--- src/rtl/axis_inet_checksum_pkg.sv ---
// Shared definitions for the AXI-Stream internet checksum engine.
package axis_inet_checksum_pkg;

   typedef enum logic {
      MODE_GEN = 1'b0,
      MODE_VER = 1'b1
   } csum_mode_e;

   // Folded sum of a frame that already carries its correct checksum.
   localparam logic [15:0] CSUM_OK_VALUE = 16'hFFFF;

   function automatic int acc_w_min(input int data_w);
      return 16 + $clog2(data_w / 16) + 1;
   endfunction

endpackage

--- src/rtl/inet_csum_lane_sum.sv ---
// Combinational adder tree over the 16-bit words of one masked beat.
module inet_csum_lane_sum #(
   parameter int DATA_W = 64,
   parameter int SUM_W  = 16 + $clog2(DATA_W / 16)
) (
   input  logic [DATA_W-1:0] lanes,
   output logic [SUM_W-1:0]  beat_sum
);
   localparam int NW = DATA_W / 16;

   // Lane 2j is the earlier wire byte, so it forms the high half of word j.
   function automatic logic [SUM_W-1:0] tree_sum(input logic [DATA_W-1:0] d);
      logic [SUM_W-1:0] node [NW];
      for (int j = 0; j < NW; j++)
         node[j] = SUM_W'({d[16*j +: 8], d[16*j+8 +: 8]});
      for (int s = 1; s < NW; s = s * 2)
         for (int j = 0; j + s < NW; j = j + 2 * s)
            node[j] = node[j] + node[j+s];
      return node[0];
   endfunction

   assign beat_sum = tree_sum(lanes);

endmodule

--- src/rtl/axis_inet_checksum.sv ---
// RFC 1071 checksum engine: lane masking, per-beat sum, end-around accumulator, fold.
module axis_inet_checksum
   import axis_inet_checksum_pkg::*;
#(
   parameter int DATA_W = 64,
   parameter int KEEP_W = DATA_W / 8,
   parameter int OFF_W  = 16,
   parameter int ACC_W  = 32
) (
   input  logic              i_clk,
   input  logic              i_reset_n,
   input  logic [DATA_W-1:0] i_s_axis_tdata,
   input  logic [KEEP_W-1:0] i_s_axis_tkeep,
   input  logic              i_s_axis_tvalid,
   input  logic              i_s_axis_tlast,
   output logic              o_s_axis_tready,
   input  logic [15:0]       i_seed,
   input  logic [OFF_W-1:0]  i_start_off,
   input  logic              i_mode,
   output logic [15:0]       o_csum,
   output logic              o_csum_ok,
   output logic              o_csum_valid,
   input  logic              i_csum_ready
);
   localparam int SUM_W = 16 + $clog2(DATA_W / 16);
   localparam int IDX_W = OFF_W + 1;

   if (DATA_W % 16 != 0 || ACC_W < acc_w_min(DATA_W)) begin : g_bad_params
      $error("axis_inet_checksum: DATA_W must be a multiple of 16 and ACC_W wide enough");
   end

   logic              adv, accept;
   logic              first_beat;
   logic [OFF_W-1:0]  byte_cnt, off_q, base, off_cur;
   csum_mode_e        mode_q, mode_cur;
   logic [IDX_W-1:0]  cnt_next;
   logic [DATA_W-1:0] lanes;
   logic [SUM_W-1:0]  beat_sum;

   logic              s1_valid, s1_first, s1_last;
   csum_mode_e        s1_mode;
   logic [15:0]       s1_seed;
   logic [SUM_W-1:0]  s1_sum;

   logic              s2_last;
   csum_mode_e        s2_mode;
   logic [ACC_W-1:0]  acc;

   logic [16:0]       f1;
   logic [15:0]       f;

   assign adv             = !o_csum_valid || i_csum_ready;
   assign o_s_axis_tready = adv;
   assign accept          = i_s_axis_tvalid && adv;

   // Offset and mode are taken live on a first beat, then held for the frame.
   assign base     = first_beat ? '0 : byte_cnt;
   assign off_cur  = first_beat ? i_start_off : off_q;
   assign mode_cur = first_beat ? csum_mode_e'(i_mode) : mode_q;
   assign cnt_next = {1'b0, base} + IDX_W'(KEEP_W);

   always_comb begin
      lanes = '0;
      for (int k = 0; k < KEEP_W; k++)
         if (i_s_axis_tkeep[k] && ({1'b0, base} + IDX_W'(k) >= {1'b0, off_cur}))
            lanes[8*k +: 8] = i_s_axis_tdata[8*k +: 8];
   end

   inet_csum_lane_sum #(.DATA_W(DATA_W), .SUM_W(SUM_W)) u_lane_sum (
      .lanes    (lanes),
      .beat_sum (beat_sum)
   );

   always_ff @(posedge i_clk or negedge i_reset_n) begin
      if (!i_reset_n) begin
         first_beat <= 1'b1;
         byte_cnt   <= '0;
         off_q      <= '0;
         mode_q     <= MODE_GEN;
      end else if (accept) begin
         first_beat <= i_s_axis_tlast;
         byte_cnt   <= cnt_next[OFF_W] ? '1 : cnt_next[OFF_W-1:0];
         off_q      <= off_cur;
         mode_q     <= mode_cur;
      end
   end

   always_ff @(posedge i_clk or negedge i_reset_n) begin
      if (!i_reset_n) begin
         s1_valid <= 1'b0;
         s1_first <= 1'b0;
         s1_last  <= 1'b0;
         s1_mode  <= MODE_GEN;
         s1_seed  <= '0;
         s1_sum   <= '0;
      end else if (adv) begin
         s1_valid <= accept;
         s1_first <= first_beat;
         s1_last  <= i_s_axis_tlast;
         s1_mode  <= mode_cur;
         s1_seed  <= i_seed;
         s1_sum   <= beat_sum;
      end
   end

   // End-around accumulation keeps acc bounded for any frame length.
   always_ff @(posedge i_clk or negedge i_reset_n) begin
      if (!i_reset_n) begin
         s2_last <= 1'b0;
         s2_mode <= MODE_GEN;
         acc     <= '0;
      end else if (adv) begin
         s2_last <= s1_valid && s1_last;
         s2_mode <= s1_mode;
         if (s1_valid)
            acc <= s1_first ? ACC_W'(s1_seed) + ACC_W'(s1_sum)
                            : ACC_W'(acc[15:0]) + ACC_W'(acc[ACC_W-1:16]) + ACC_W'(s1_sum);
      end
   end

   assign f1 = {1'b0, acc[15:0]} + 17'(acc[ACC_W-1:16]);
   assign f  = f1[15:0] + 16'(f1[16]);

   always_ff @(posedge i_clk or negedge i_reset_n) begin
      if (!i_reset_n) begin
         o_csum       <= '0;
         o_csum_ok    <= 1'b0;
         o_csum_valid <= 1'b0;
      end else if (adv) begin
         if (s2_last) begin
            o_csum       <= ~f;
            o_csum_ok    <= (s2_mode == MODE_VER) && (f == CSUM_OK_VALUE);
            o_csum_valid <= 1'b1;
         end else begin
            o_csum_valid <= 1'b0;
         end
      end
   end

endmodule
--- config.mk ---
export PLATFORM = sky130hd
export DESIGN_NAME = axis_inet_checksum
export DESIGN_NICKNAME = d
export VERILOG_FILES = /design/src/rtl/axis_inet_checksum_pkg.sv /design/src/rtl/inet_csum_lane_sum.sv /design/src/rtl/axis_inet_checksum.sv
export SDC_FILE = /design/constraint.sdc
export NUM_CORES = 1
export LEC_CHECK = 0
export ABC_AREA = 1
export CORE_MARGIN = 2
export CORE_UTILIZATION = 65
export CTS_BUF_LIST = sky130_fd_sc_hd__clkbuf_8 sky130_fd_sc_hd__clkbuf_16
export DETAILED_ROUTE_END_ITERATION = 10
export HOLD_SLACK_MARGIN = 0.03
export PLACE_DENSITY_LB_ADDON = 0.2
export SYNTH_ARGS = -nofsm -noshare
export SYNTH_HDL_FRONTEND = slang
export SYNTH_SLANG_ARGS = --single-unit
--- constraint.sdc ---
create_clock -name i_clk -period 19.4 [get_ports i_clk]
set_input_delay 2.91 -clock i_clk [delete_from_list [all_inputs] [get_ports i_clk]]
set_output_delay 2.91 -clock i_clk [all_outputs]
set_load 0.01 [all_outputs]
# Word level (Yosys, flattened, before mapping)
# Cells that the tools add are included.
# totals
ram_bits	0
in_bits	110
output_inout_bits	19
reg_bits	124
latchBits	0
mem_count	0
rom_bits	0
# classes
div_mod_pow	0
n_lt_le_gt_ge	8
n_reduce_logical	15
n_eq_ne	1
n_shift	0
n_mul	0
muxes	14
bitwise	1
n_addsub	16
# ops
operator	count
$ge A17 B16 Y1	7
$add A16 B16 Y17	4
$add A16 B3 Y17 const B	4
$mux W8	8
$mux W16	3
$add A16 B2 Y17 const B	2
$add A16 B18 Y19	1
$add A17 B18 Y19	1
$mux W19	1
$add A18 B18 Y18	1
$add A16 B1 Y17 const B	1
$add A16 B4 Y17 const B	1
$add A16 B1 Y16	1
$eq A16 B16 Y1 const B	1
$ge A16 B16 Y1	1
$not A16 Y16	1
$logic_and A1 B1 Y1	11
$reduce_and A2 Y1	2
$mux W1	2
$logic_not A1 Y1	1
$logic_or A1 B1 Y1	1

# Longest topological paths before layout
# Gate-level depths: netlist of run 1.
# depth
ltp_word	7
ltp_mapped	45
ltp_nobuf	45

# Cells and area by module
# Synthesis of run 1 repeated with hierarchy kept, for this count alone.
# hier_totals
hier_cells	2149
hier_area_um2	14366.3
# modules_own_cells
mod	cells_each	seq_area_each_um2	instances	area_per_inst_um2
axis_inet_checksum	1843	2778.9	1	12436.9
inet_csum_lane_sum	306	0.0	1	1929.4

# Worst setup path after synthesis of run 1
# No wires, ideal clock.
# synth_path
path_type	input -> register
startpoint	in i_start_off[4]
endpoint	reg s1_sum[17]
required_time_ns	19.265
t_arrival_ns	7.349
stages	33
setup_ns	0.135
slack_ns	11.916
path_buffers	0
path_cell_list	mux2i_1 -> ha_1 -> nand3_1 -> nor2_1 -> nor2_1 -> o21a_1 -> o21ai_0 -> nand2_1 -> nand2_1 -> nand2_1 -> nand2_1 -> nand2_1 -> nand2_1 -> nand2_1 -> nor2_1 -> ha_1 -> inv_1 -> fa_1 -> inv_1 -> a31oi_1 -> o21ai_0 -> a21boi_0 -> o21ai_0 -> nand2_1 -> nand2_1 -> xor2_1 -> ha_1 -> nand2_1 -> inv_1 -> a221oi_1 -> a21oi_1 -> o21ai_0 -> a22oi_1
# synth_between
elab_chain_len	6
elab_cells_between_ends	28
cone_classes	add/sub (3); order compare (8); mux (9); reduce/logical (8)
# synth_rtl
element	line	text
start: declaration	axis_inet_checksum.sv:18	input logic [OFF_W-1:0] i_start_off,
$mux W16 (*)	axis_inet_checksum.sv:58	assign off_cur = first_beat ? i_start_off : off_q;
$ge A17 B16 Y1 / $ge A16 B16 Y1 (equally long branches)	axis_inet_checksum.sv:65	if (i_s_axis_tkeep[k] && ({1'b0, base} + IDX_W'(k) >= {1'b0, off_cur}))
$logic_and A1 B1 Y1	axis_inet_checksum.sv:65	
$mux W8	axis_inet_checksum.sv:65	
$add A16 B16 Y17	inet_csum_lane_sum.sv:18	node[j] = node[j] + node[j+s];
$add A18 B18 Y18 (*)	inet_csum_lane_sum.sv:18	
end signal: assignment	axis_inet_checksum.sv:102	s1_sum <= beat_sum;
end: declaration	axis_inet_checksum.sv:43	logic [SUM_W-1:0] s1_sum;
# Mark *: on every way between the ends. The rest lies on a longest branch, timed or not.
# A chain may end at the register's enable or synchronous reset.

# Worst setup path in the final report of run 1
# layout_path
startpoint	in i_start_off[0]
endpoint	reg s1_sum[17]
# layout_between
elab_chain_len	6
elab_cells_between_ends	28
cone_classes	add/sub (3); order compare (8); mux (9); reduce/logical (8)
# layout_rtl
element	line	text
$mux W16 (*)	axis_inet_checksum.sv:58	
net off_cur[0]	axis_inet_checksum.sv:34	logic [OFF_W-1:0] byte_cnt, off_q, base, off_cur;
$ge A17 B16 Y1 / $ge A16 B16 Y1 (equally long branches)	axis_inet_checksum.sv:65	
$logic_and A1 B1 Y1	axis_inet_checksum.sv:65	
$mux W8	axis_inet_checksum.sv:65	
$add A16 B16 Y17	inet_csum_lane_sum.sv:18	
$add A18 B18 Y18 (*)	inet_csum_lane_sum.sv:18	
# The timed path passes the listed nets; every way through them passes the cells marked *.

==> results of run 1 <==
## where the power goes
part	switching [uW]	total, uW	internal (uW)
clock	98.8	189	90.7
sequential	107	432	324
combinational	1270	1970	704
total	1470	2590	1120
## stage by stage
| stage | setup slack, ns | utilization [%] | cells | power [uW] |
|---|---|---|---|---|
| final | 11.00 | 74.6 | 2614 | 2590 |
| after global routing | 10.19 | 74.6 | 2614 | 2840 |
| after CTS | 11.09 | 74.6 | 2614 | 2550 |
| after detailed placement | 10.71 | 73.3 | 2598 | 2340 |
| after global placement | 10.96 | 73.3 | 2598 | 2270 |
| after floorplan | 11.92 | - | 2194 | 1780 |
## worst paths after layout
kind,start,endpoint,slack [ns]
max,i_start_off[0],s1_sum[17]$_DFFE_PN0N_,11.00
min,o_csum[15]$_DFFE_PN0P_,o_csum[15]$_DFFE_PN0P_,0.49
max reg2reg,first_beat$_DFFE_PN1P_,s1_sum[17]$_DFFE_PN0N_,11.07
min reg2reg,o_csum[15]$_DFFE_PN0P_,o_csum[15]$_DFFE_PN0P_,0.49
max in group asynchronous,i_reset_n,acc[12]$_DFFE_PN0P_,15.51
min in group asynchronous,i_reset_n,o_csum[15]$_DFFE_PN0P_,2.52
## worst min-delay path, delay by kind of cell (launching register included)
kind	cells	cell delay, ns
AND/OR/NAND/NOR	1	0.05
AO/OA/AOI/OAI	1	0.05
flip-flops	1	0.35
## logic make-up after synthesis
kind of cell | count (synthesis) | share of synthesized area (%)
AND/OR/NAND/NOR | 981 | 29.5
AO/OA/AOI/OAI | 388 | 14.8
buffers and inverters | 341 | 8.83
adder cells (fa/ha/maj) | 229 | 19.7
XOR/XNOR | 132 | 7.76
flip-flops | 111 | 18.7
multiplexers | 12 | 0.806
## cell usage after synthesis, types with 4 or more instances
cell / instances
a22oi_1: 13
nand3_1: 91
or2_2: 7
a21boi_0: 7
nand2_1: 488
fa_1: 9
nor2_1: 243
o31ai_1: 4
xor2_1: 108
o21ai_2: 4
a21o_1: 10
o211ai_1: 4
nor2_4: 9
nor2_8: 7
inv_2: 14
clkbuf_1: 22
ha_1: 220
a211oi_1: 10
o21ai_0: 133
clkinv_1: 5
nor3_1: 20
nand4_1: 54
nand3_2: 5
nand2_2: 15
inv_1: 291
o21a_1: 4
o21bai_1: 10
a21oi_1: 134
nor2_2: 16
o2111ai_1: 4
dfrtp_1: 110
xnor2_1: 24
nand2_4: 5
mux2i_1: 12
o21ai_1: 9
a31oi_1: 30
nor4_1: 7
## area by class of cell
type / count / area, um2
multi-input combinational: 1742 / 10800
fill: 1853 / 5730
sequential: 111 / 2780
timing repair buffer: 147 / 1420
inverter: 313 / 1180
tap: 285 / 357
clock buffer: 9 / 225
clock inverter: 7 / 66.3
## sequential cells by signal, indices dropped and copies added, names as in the netlist
signal and flops:
acc 19, s1_sum 18, byte_cnt 16, o_csum 16, off_q 16, s1_seed 16, first_beat 1, mode_q 1
o_csum_ok 1, o_csum_valid 1, s1_first 1, s1_last 1, s1_mode 1, s1_valid 1, s2_last 1, s2_mode 1
## layer usage
layer	share of wire, %	track usage, %	routed length [um]
met2	45	64.7	21600
met3	9.8	7.47	4700
met5	0	0	0
met1	41	50.9	19400
met4	4.6	16.5	2180
==> results.py, run 1 <==
metrics = {
    "grt": {
        "grt_max_degree": 75,
        "grt_pass1_wl_mm": 75.4,
        "grt_overflow_total": 0,
        "grt_usage_pct": 39.4,
        "grt_pass1_vias": 14800,
        "antenna_found_initial": 0,
    },
    "placement": {
        "place_area_um2": 16500,
        "io_buffers": 128,
        "hpwlAfterDp_mm": 38.8,
        "gp_congestion": 1.06,
    },
    "floorplanning": {
        "dieArea_um2": 24100,
        "die_x_um": 155,
        "die_y_um": 155,
        "io_pins": 129,
        "start_util_pct": 66.0,
        "core-area_um2": 22600,
        "num_rows": 55,
    },
    "setup_path": {
        "cp-end-kind": "register",
        "critical-path-slowest-cell": "clkdlybuf4s50_1",
        "crit_required_ns": 19.64,
        "critPathMaxFanout": 7,
        "arrival_ns": 8.64,
        "path_depth": 36,
        "crit_type": "primary input to register",
        "critPathBufInv": 5,
        "slowest_delay_ns": 0.41,
        "reg2reg_depth": 37,
        "start_kind": "primary input",
        "crit_top_cell": "nand2_1",
        "cp_top_family": "compound AO/OA/AOI/OAI gates",
    },
    "finish": {
        "final_common_cell": "nand2_1",
        "nNetsFinal": 2663,
        "antennaDiodeCount": 0,
        "final_cell_mix": "nand2_1 (488), inv_1 (292), nor2_1 (243), ha_1 (220), a21oi_1 (134)",
        "area_growth_pct": 13.0,
        "drive_above_1_share_pct": 5.50,
        "fin_area_um2": 16800,
    },
    "detailed_routing": {
        "drt.antenna.violating_nets": 0,
        "wire_per_inst_um": 18.3,
        "drt-pass1-iter-count": 7,
        "avgViaCountPerCell": 6.02,
        "drt_iter0_drc": 1581,
        "wl_mm": 47.9,
        "drc_errors": 0,
        "num_vias": 15700,
    },
    "sta": {
        "setup_tns_ns": 0,
        "maxSlewViolCount": 0,
        "rsz0062_at_grt": "false",
        "fmax_mhz": 119,
        "fin_worst_skew_ns": 0.0136,
        "period_minus_slack_ns": 8.40,
        "period_share_pct": 43.3,
        "whs_ns": 0.486,
        "tightest_slew_ns": 0.980,
        "finalSetupViolations": 0,
        "finalHoldViolations": 0,
        "relSlewSlack_pct": 34.7,
    },
    "synth": {
        "synthFlopType": "dfrtp_1",
        "synth-edff-count": 0,
        "ys_top_cells_by_area": "dfrtp_1 (18%), ha_1 (18%), nand2_1 (12%)",
        "netlist.area_leader.share_pct": 18.5,
        "ys_seq_area_share_pct": 18.7,
        "synth_largest_area_cell": "dfrtp_1",
        "ys_types": 57,
        "ys_warn_count": 0,
        "synthArstFlopShare_pct": 100,
        "syn_inst": 2194,
        "ys_ff_latch": 111,
        "syn_area_um2": 14900,
        "synth.avg_cell_area_um2": 6.79,
        "syn_nets": 2533,
    },
    "clock_network": {
        "cts-root-buf": "clkbuf_16",
        "h-tree-depth": 3,
        "cts_sinks": 111,
        "ctsHoldBuffers": 0,
        "cts_buffers": 9,
        "cts_resized": 0,
        "post-cts-setup-buffer-count": 0,
        "cts_buffer_depth": 2,
        "cts_tree": "done",
        "clock_latency_ns": 0.37,
        "clk_pin_slew_worst_paths_ns": 0.08,
    },
    "status": {
        "outcome": "completed",
    },
    "power": {
        "peakVddDrop_v": 0.0000899,
        "p_per_area_nw_per_um2": 154,
        "p_leak_uw": 0.00894,
    },
    "min_path": {
        "hold_path_class": "register to register",
        "min_delay_path_depth": 2,
    },
    "flow_run": {
        "max_cap_viol_count": 0,
    },
}
(Power assumes the default switching activity.)
==> run 2, diff against run 1 <==
--- a/config.mk
+++ b/config.mk
@@ -7,7 +7,7 @@
 export LEC_CHECK = 0
 export ABC_AREA = 1
 export CORE_MARGIN = 2
-export CORE_UTILIZATION = 65
+export CORE_UTILIZATION = 55
 export CTS_BUF_LIST = sky130_fd_sc_hd__clkbuf_8 sky130_fd_sc_hd__clkbuf_16
 export DETAILED_ROUTE_END_ITERATION = 10
 export HOLD_SLACK_MARGIN = 0.03
==> constraint.sdc (replaced) <==
create_clock -name i_clk -period 7.1 [get_ports i_clk]
set_input_delay 1.065 -clock i_clk [delete_from_list [all_inputs] [get_ports i_clk]]
set_output_delay 1.065 -clock i_clk [all_outputs]
set_load 0.01 [all_outputs]
==> results.py, run 2 (synthesis gave the netlist of run 1 again) <==
metrics = {
    "detailed_routing": {
        "avgViaCountPerCell": 5.71,
        "drc_errors": 0,
        "drt.antenna.violating_nets": 0,
        "wl_mm": 49.4,
        "wire_per_inst_um": 18.3,
        "num_vias": 15400,
        "drt-pass1-iter-count": 5,
        "drt_iter0_drc": 1112,
    },
    "finish": {
        "final_common_cell": "nand2_1",
        "seq_area_um2": 2780,
        "fillCellCount": 2503,
        "final_cell_mix": "nand2_1 (486), inv_1 (292), nor2_1 (238), ha_1 (220), a21oi_1 (131)",
        "area_growth_pct": 15.6,
        "instances_no_fill": 2702,
        "largest_register_ffs": 19,
        "antennaDiodeCount": 0,
        "nNetsFinal": 2695,
        "biggestRegsByFlops": "acc x19, s1_sum x18",
        "drive_above_1_share_pct": 7.54,
        "largest-register": "acc",
        "multi_input_area_um2": 10900,
    },
    "clock_network": {
        "h-tree-depth": 3,
        "cts_buffer_depth": 2,
        "ctsHoldBuffers": 0,
        "cts_sinks": 111,
        "cts_tree": "done",
        "cts-root-buf": "clkbuf_16",
        "cts_buffers": 9,
        "clock_latency_ns": 0.38,
        "clk_pin_slew_worst_paths_ns": 0.09,
    },
    "grt": {
        "grt_usage_pct": 34.5,
        "antenna_found_initial": 0,
        "grt_overflow_total": 0,
        "grt_max_degree": 78,
        "grt_pass1_wl_mm": 77.1,
        "grt_pass1_vias": 14600,
    },
    "min_path": {
        "hold_start": "o_csum[8]$_DFFE_PN0P_",
        "hold_path_class": "register to register",
        "min_to": "o_csum[8]$_DFFE_PN0P_",
        "min_delay_path_depth": 2,
    },
    "placement": {
        "gp_congestion": 1.09,
        "preCtsSetupSlack_ns": 0.0457,
        "hpwlAfterDp_mm": 40.7,
        "dpl.cell_count": 2684,
        "io_buffers": 128,
    },
    "setup_path": {
        "crit_type": "register to register",
        "critical-path-slowest-cell": "dfstp_4",
        "regToRegEndpoint": "s1_sum[16]$_DFFE_PN0N_",
        "cp_top_family": "simple AND/OR/NAND/NOR gates",
        "slowest_delay_ns": 0.55,
        "reg2reg_depth": 41,
        "crit_required_ns": 7.34,
        "r2r_slack_ns": 0.43,
        "arrival_ns": 6.91,
        "reg2reg_from": "first_beat$_DFFE_PN1P_",
        "critPathBufInv": 5,
        "cp-end-kind": "register",
        "path_depth": 41,
        "crit_top_cell": "nand2_1",
        "start_kind": "register",
        "critPathMaxFanout": 8,
        "crit_start": "first_beat$_DFFE_PN1P_",
    },
    "power": {
        "p_leak_uw": 0.00912,
        "peakVddDrop_v": 0.000277,
        "p_per_area_nw_per_um2": 418,
        "power.total_uw": 7200,
    },
    "floorplanning": {
        "die_y_um": 169,
        "num_rows": 60,
        "die_x_um": 169,
        "io_pins": 129,
        "start_util_pct": 55.6,
        "dieArea_um2": 28400,
        "core-area_um2": 26800,
    },
    "sta": {
        "finalSetupViolations": 0,
        "relSlewSlack_pct": 31.2,
        "period_minus_slack_ns": 6.67,
        "timing.final.ws_setup_ns": 0.431,
        "period_share_pct": 93.9,
        "tightest_slew_ns": 1.03,
        "setup_tns_ns": 0,
        "whs_ns": 0.489,
        "fmax_mhz": 150,
        "maxSlewViolCount": 0,
        "finalHoldViolations": 0,
        "fin_worst_skew_ns": 0.0185,
    },
    "flow_run": {
        "max_cap_viol_count": 0,
    },
    "status": {
        "outcome": "completed",
    },
}
## run 2: cell count changes in the layout (fill, tap and decap cells not counted), moves of 2 or more
cell | before | now
a21oi_2 | 0 | 3
a21boi_1 | 0 | 4
o21ai_1 | 9 | 12
a21boi_0 | 7 | 3
nand2_2 | 15 | 17
o21ai_2 | 4 | 7
nor2_2 | 16 | 21
buf_4 | 20 | 51
a21oi_1 | 134 | 131
o21ai_0 | 133 | 127
nor2_1 | 243 | 238
nand2_1 | 488 | 486
## run 2: what timing repair did
action	CTS	global route
endpoints found under the hold margin	0	0
gates resized for setup	0	30
buffers inserted	0	2
setup endpoints to repair	0	9
## run 2: where the power goes
group | switching, uW | total, uW | internal, uW
clock network | 274 | 522 | 247
registers | 277 | 1160 | 887
logic | 3520 | 5520 | 2000
total | 4070 | 7200 | 3130
## run 2: worst max path at each step
stage	endpoint	slack [ns]
floorplan	s1_sum[17]$_DFFE_PN0N_	0.89
global placement	s1_sum[17]$_DFFE_PN0N_	0.22
detailed placement	s1_sum[17]$_DFFE_PN0N_	0.05
CTS	s1_sum[17]$_DFFE_PN0N_	0.01
global route	s1_sum[12]$_DFFE_PN0N_	-0.02
finish	s1_sum[16]$_DFFE_PN0N_	0.43
## run 2: worst register-to-register path, delay by kind of cell, from the launching register on
family | cells | cell delay [ns]
and+or+nand+nor | 22 | 2.69
AOI/OAI and AO/OA | 9 | 1.31
adders and majority gates | 3 | 0.87
buffers and inverters | 5 | 0.73
DFF | 1 | 0.55
xor gates and xnor gates | 2 | 0.43
## run 2: layout make-up
type,instances,area share (%)
Clock buffer,9,1.31
Clock inverter,7,0.385
Inverter,313,6.88
Multi-Input combinational cell,1742,63.1
Sequential cell,111,16.2
Tap cell,341,2.48
Timing Repair Buffer,179,9.67
## run 2: stage by stage
stage	instance area [um2]	util, %
2_1_floorplan	14900	-
3_3_place_gp	16800	62.8
3_5_place_dp	16800	62.8
4_1_cts	17100	63.9
5_1_grt	17200	64.3
6_report	17200	64.3
## run 2: layer usage
| layer | up-vias | global-route usage (%) | routed length, um |
|---|---|---|---|
| met5 | - | 0 | 0 |
| met4 | 0 | 15.3 | 2210 |
| met3 | 116 | 6.06 | 3980 |
| met2 | 638 | 54.9 | 21600 |
| met1 | 7058 | 46.1 | 21700 |
| li1 | 7604 | - | - |
==> run 3, diff against run 2 <==
--- a/config.mk
+++ b/config.mk
@@ -12,6 +12,7 @@
 export DETAILED_ROUTE_END_ITERATION = 10
 export HOLD_SLACK_MARGIN = 0.03
 export PLACE_DENSITY_LB_ADDON = 0.2
+export RECOVER_POWER = 50
 export SYNTH_ARGS = -nofsm -noshare
 export SYNTH_HDL_FRONTEND = slang
 export SYNTH_SLANG_ARGS = --single-unit
==> results.py, run 3 (synthesis gave the netlist of run 1 again) <==
metrics = {
    "status": {
        "outcome": "complete, but fails checks",
        "violations": "max-capacitance violations, max-slew violations",
    },
    "detailed_routing": {
        "drt-met1-wl_mm": 21.7,
        "avgViaCountPerCell": 5.71,
        "drt-pass1-iter-count": 5,
        "wl_mm": 49.4,
        "wire_per_inst_um": 18.3,
        "num_vias": 15400,
        "drt.antenna.violating_nets": 0,
        "drt_iter0_drc": 1116,
        "routed-wl-met2_mm": 21.6,
        "wl_met3_mm": 3.98,
        "top_layer": "met4",
        "drc_errors": 0,
    },
    "placement": {
        "gp_congestion": 1.09,
        "place_area_um2": 16800,
        "preCtsSetupSlack_ns": 0.0457,
        "io_buffers": 128,
        "hpwlAfterDp_mm": 40.7,
    },
    "grt": {
        "grt_pass1_vias": 14600,
        "grt_max_degree": 78,
        "grt_overflow_total": 0,
        "antenna_found_initial": 0,
        "grt_usage_pct": 34.5,
        "grt_pass1_wl_mm": 77.1,
    },
    "clock_network": {
        "cts_tree": "done",
        "cts_sinks": 111,
        "ctsHoldBuffers": 0,
        "cts_buffers": 9,
        "clock_latency_ns": 0.38,
        "h-tree-depth": 3,
        "clk_pin_slew_worst_paths_ns": 0.09,
        "cts_buffer_depth": 2,
        "cts-root-buf": "clkbuf_16",
    },
    "setup_path": {
        "crit_required_ns": 7.34,
        "crit_type": "register to register",
        "critPathMaxFanout": 8,
        "slowest_delay_ns": 0.55,
        "crit_top_cell": "nand2_1",
        "r2r_slack_ns": 0.43,
        "start_kind": "register",
        "cp-end-kind": "register",
        "critical-path-slowest-cell": "dfstp_4",
        "arrival_ns": 6.91,
    },
    "floorplanning": {
        "die_x_um": 169,
        "io_pins": 129,
        "core-area_um2": 26800,
        "num_rows": 60,
        "dieArea_um2": 28400,
        "start_util_pct": 55.6,
        "die_y_um": 169,
    },
    "finish": {
        "final_cell_mix": "nand2_1 (486), inv_1 (292), nor2_1 (238), ha_1 (220), a21oi_1 (131)",
        "fillCellCount": 2502,
        "seq_area_um2": 2780,
        "largest_register_ffs": 19,
        "antennaDiodeCount": 0,
        "final_common_cell": "nand2_1",
        "biggestRegsByFlops": "acc x19, s1_sum x18",
        "area_growth_pct": 15.6,
        "multi_input_area_um2": 10900,
        "largest-register": "acc",
        "nNetsFinal": 2695,
        "drive_above_1_share_pct": 7.50,
        "fin_area_um2": 17200,
    },
    "power": {
        "swShare_pct": 56.6,
        "comb_power_share_pct": 76.6,
        "peakVddDrop_v": 0.000277,
        "p_per_area_nw_per_um2": 418,
        "p_switching_uw": 4070,
        "intPower_uw": 3130,
        "power.total_uw": 7200,
        "pwr-share-seq_pct": 16.2,
        "pwr-share-clk_pct": 7.2,
        "p_leak_uw": 0.00911,
    },
    "sta": {
        "setup_tns_ns": 0,
        "maxSlewViolCount": 114,
        "tightest_slew_ns": 2.01,
        "fin_worst_skew_ns": 0.0185,
        "timing.final.ws_setup_ns": 0.431,
        "period_share_pct": 93.9,
        "finalSetupViolations": 0,
        "finalHoldViolations": 0,
        "relSlewSlack_pct": -34.2,
        "period_minus_slack_ns": 6.67,
        "fmax_mhz": 150,
    },
    "flow_run": {
        "max_cap_viol_count": 2,
    },
    "min_path": {
        "hold_path_class": "register to register",
    },
}
-- run 3: cell types whose count changed in the layout (fill, tap and decap cells not counted), sizes merged --
cell	delta
clkbuf	+2
dlygate4sd3	+6
buf	-2
clkdlybuf4s50	-6
-- run 3: final timing paths --
check                                       startpoint                      to  depth (start not counted)
worst max-delay path            first_beat$_DFFE_PN1P_  s1_sum[16]$_DFFE_PN0N_                         41
worst min-delay path             o_csum[8]$_DFFE_PN0P_   o_csum[8]$_DFFE_PN0P_                          2
worst max register to register  first_beat$_DFFE_PN1P_  s1_sum[16]$_DFFE_PN0N_                         41
worst min register to register   o_csum[8]$_DFFE_PN0P_   o_csum[8]$_DFFE_PN0P_                          2
max in group asynchronous                    i_reset_n  s1_seed[3]$_DFFE_PN0N_                          2
min in group asynchronous                    i_reset_n   o_csum_ok$_DFFE_PN0P_                          1
-- run 3: cell type report --
class / instances / share of cell area, %
clock buffers: 9 / 1.31
clock inverters: 7 / 0.385
inverters: 313 / 6.88
multi-input cells: 1742 / 63.2
flip-flops and latches: 111 / 16.2
well taps: 341 / 2.48
repair buffers: 179 / 9.63
-- run 3: layer usage --
layer  vias to the layer above  GRT usage [%]
li1                       7604              -
met4                         0           15.3
met5                         -              0
met3                       118           6.06
met1                      7059           46.1
met2                       637           54.9
-- run 3: timing repair --
action / 4_1_cts / 5_1_grt
resized for setup: 0 / 30
endpoints found under the setup margin: 0 / 9
setup buffers: 0 / 2
-- run 3: through the flow --
stage | cells | utilization (%) | hold WS, ns
floorplan | 2194 | - | 0.442
global placement | 2684 | 62.8 | 0.457
detailed placement | 2684 | 62.8 | 0.468
CTS | 2700 | 63.9 | 0.488
global route | 2702 | 64.3 | 0.508
finish | 2702 | 64.3 | 0.489
-- run 3: power by group through the flow --
| stage | clock network (uW) | registers, uW | logic (uW) |
|---|---|---|---|
| floorplan | 0 | 1080 | 3800 |
| global placement | 0 | 1160 | 5260 |
| detailed placement | 0 | 1170 | 5360 |
| CTS | 524 | 1160 | 5400 |
| global route | 545 | 1190 | 6150 |
| finish | 522 | 1160 | 5510 |
-- run 3: critical path, delay by kind of cell, from the launching register on --
family                   cells  cell delay [ns]
buffers and inverters        5             0.73
XOR/XNOR                     2             0.43
AO/OA/AOI/OAI                9             1.30
AND/OR/NAND/NOR             22             2.67
flip-flops                   1             0.55
adder cells (fa/ha/maj)      3             0.87
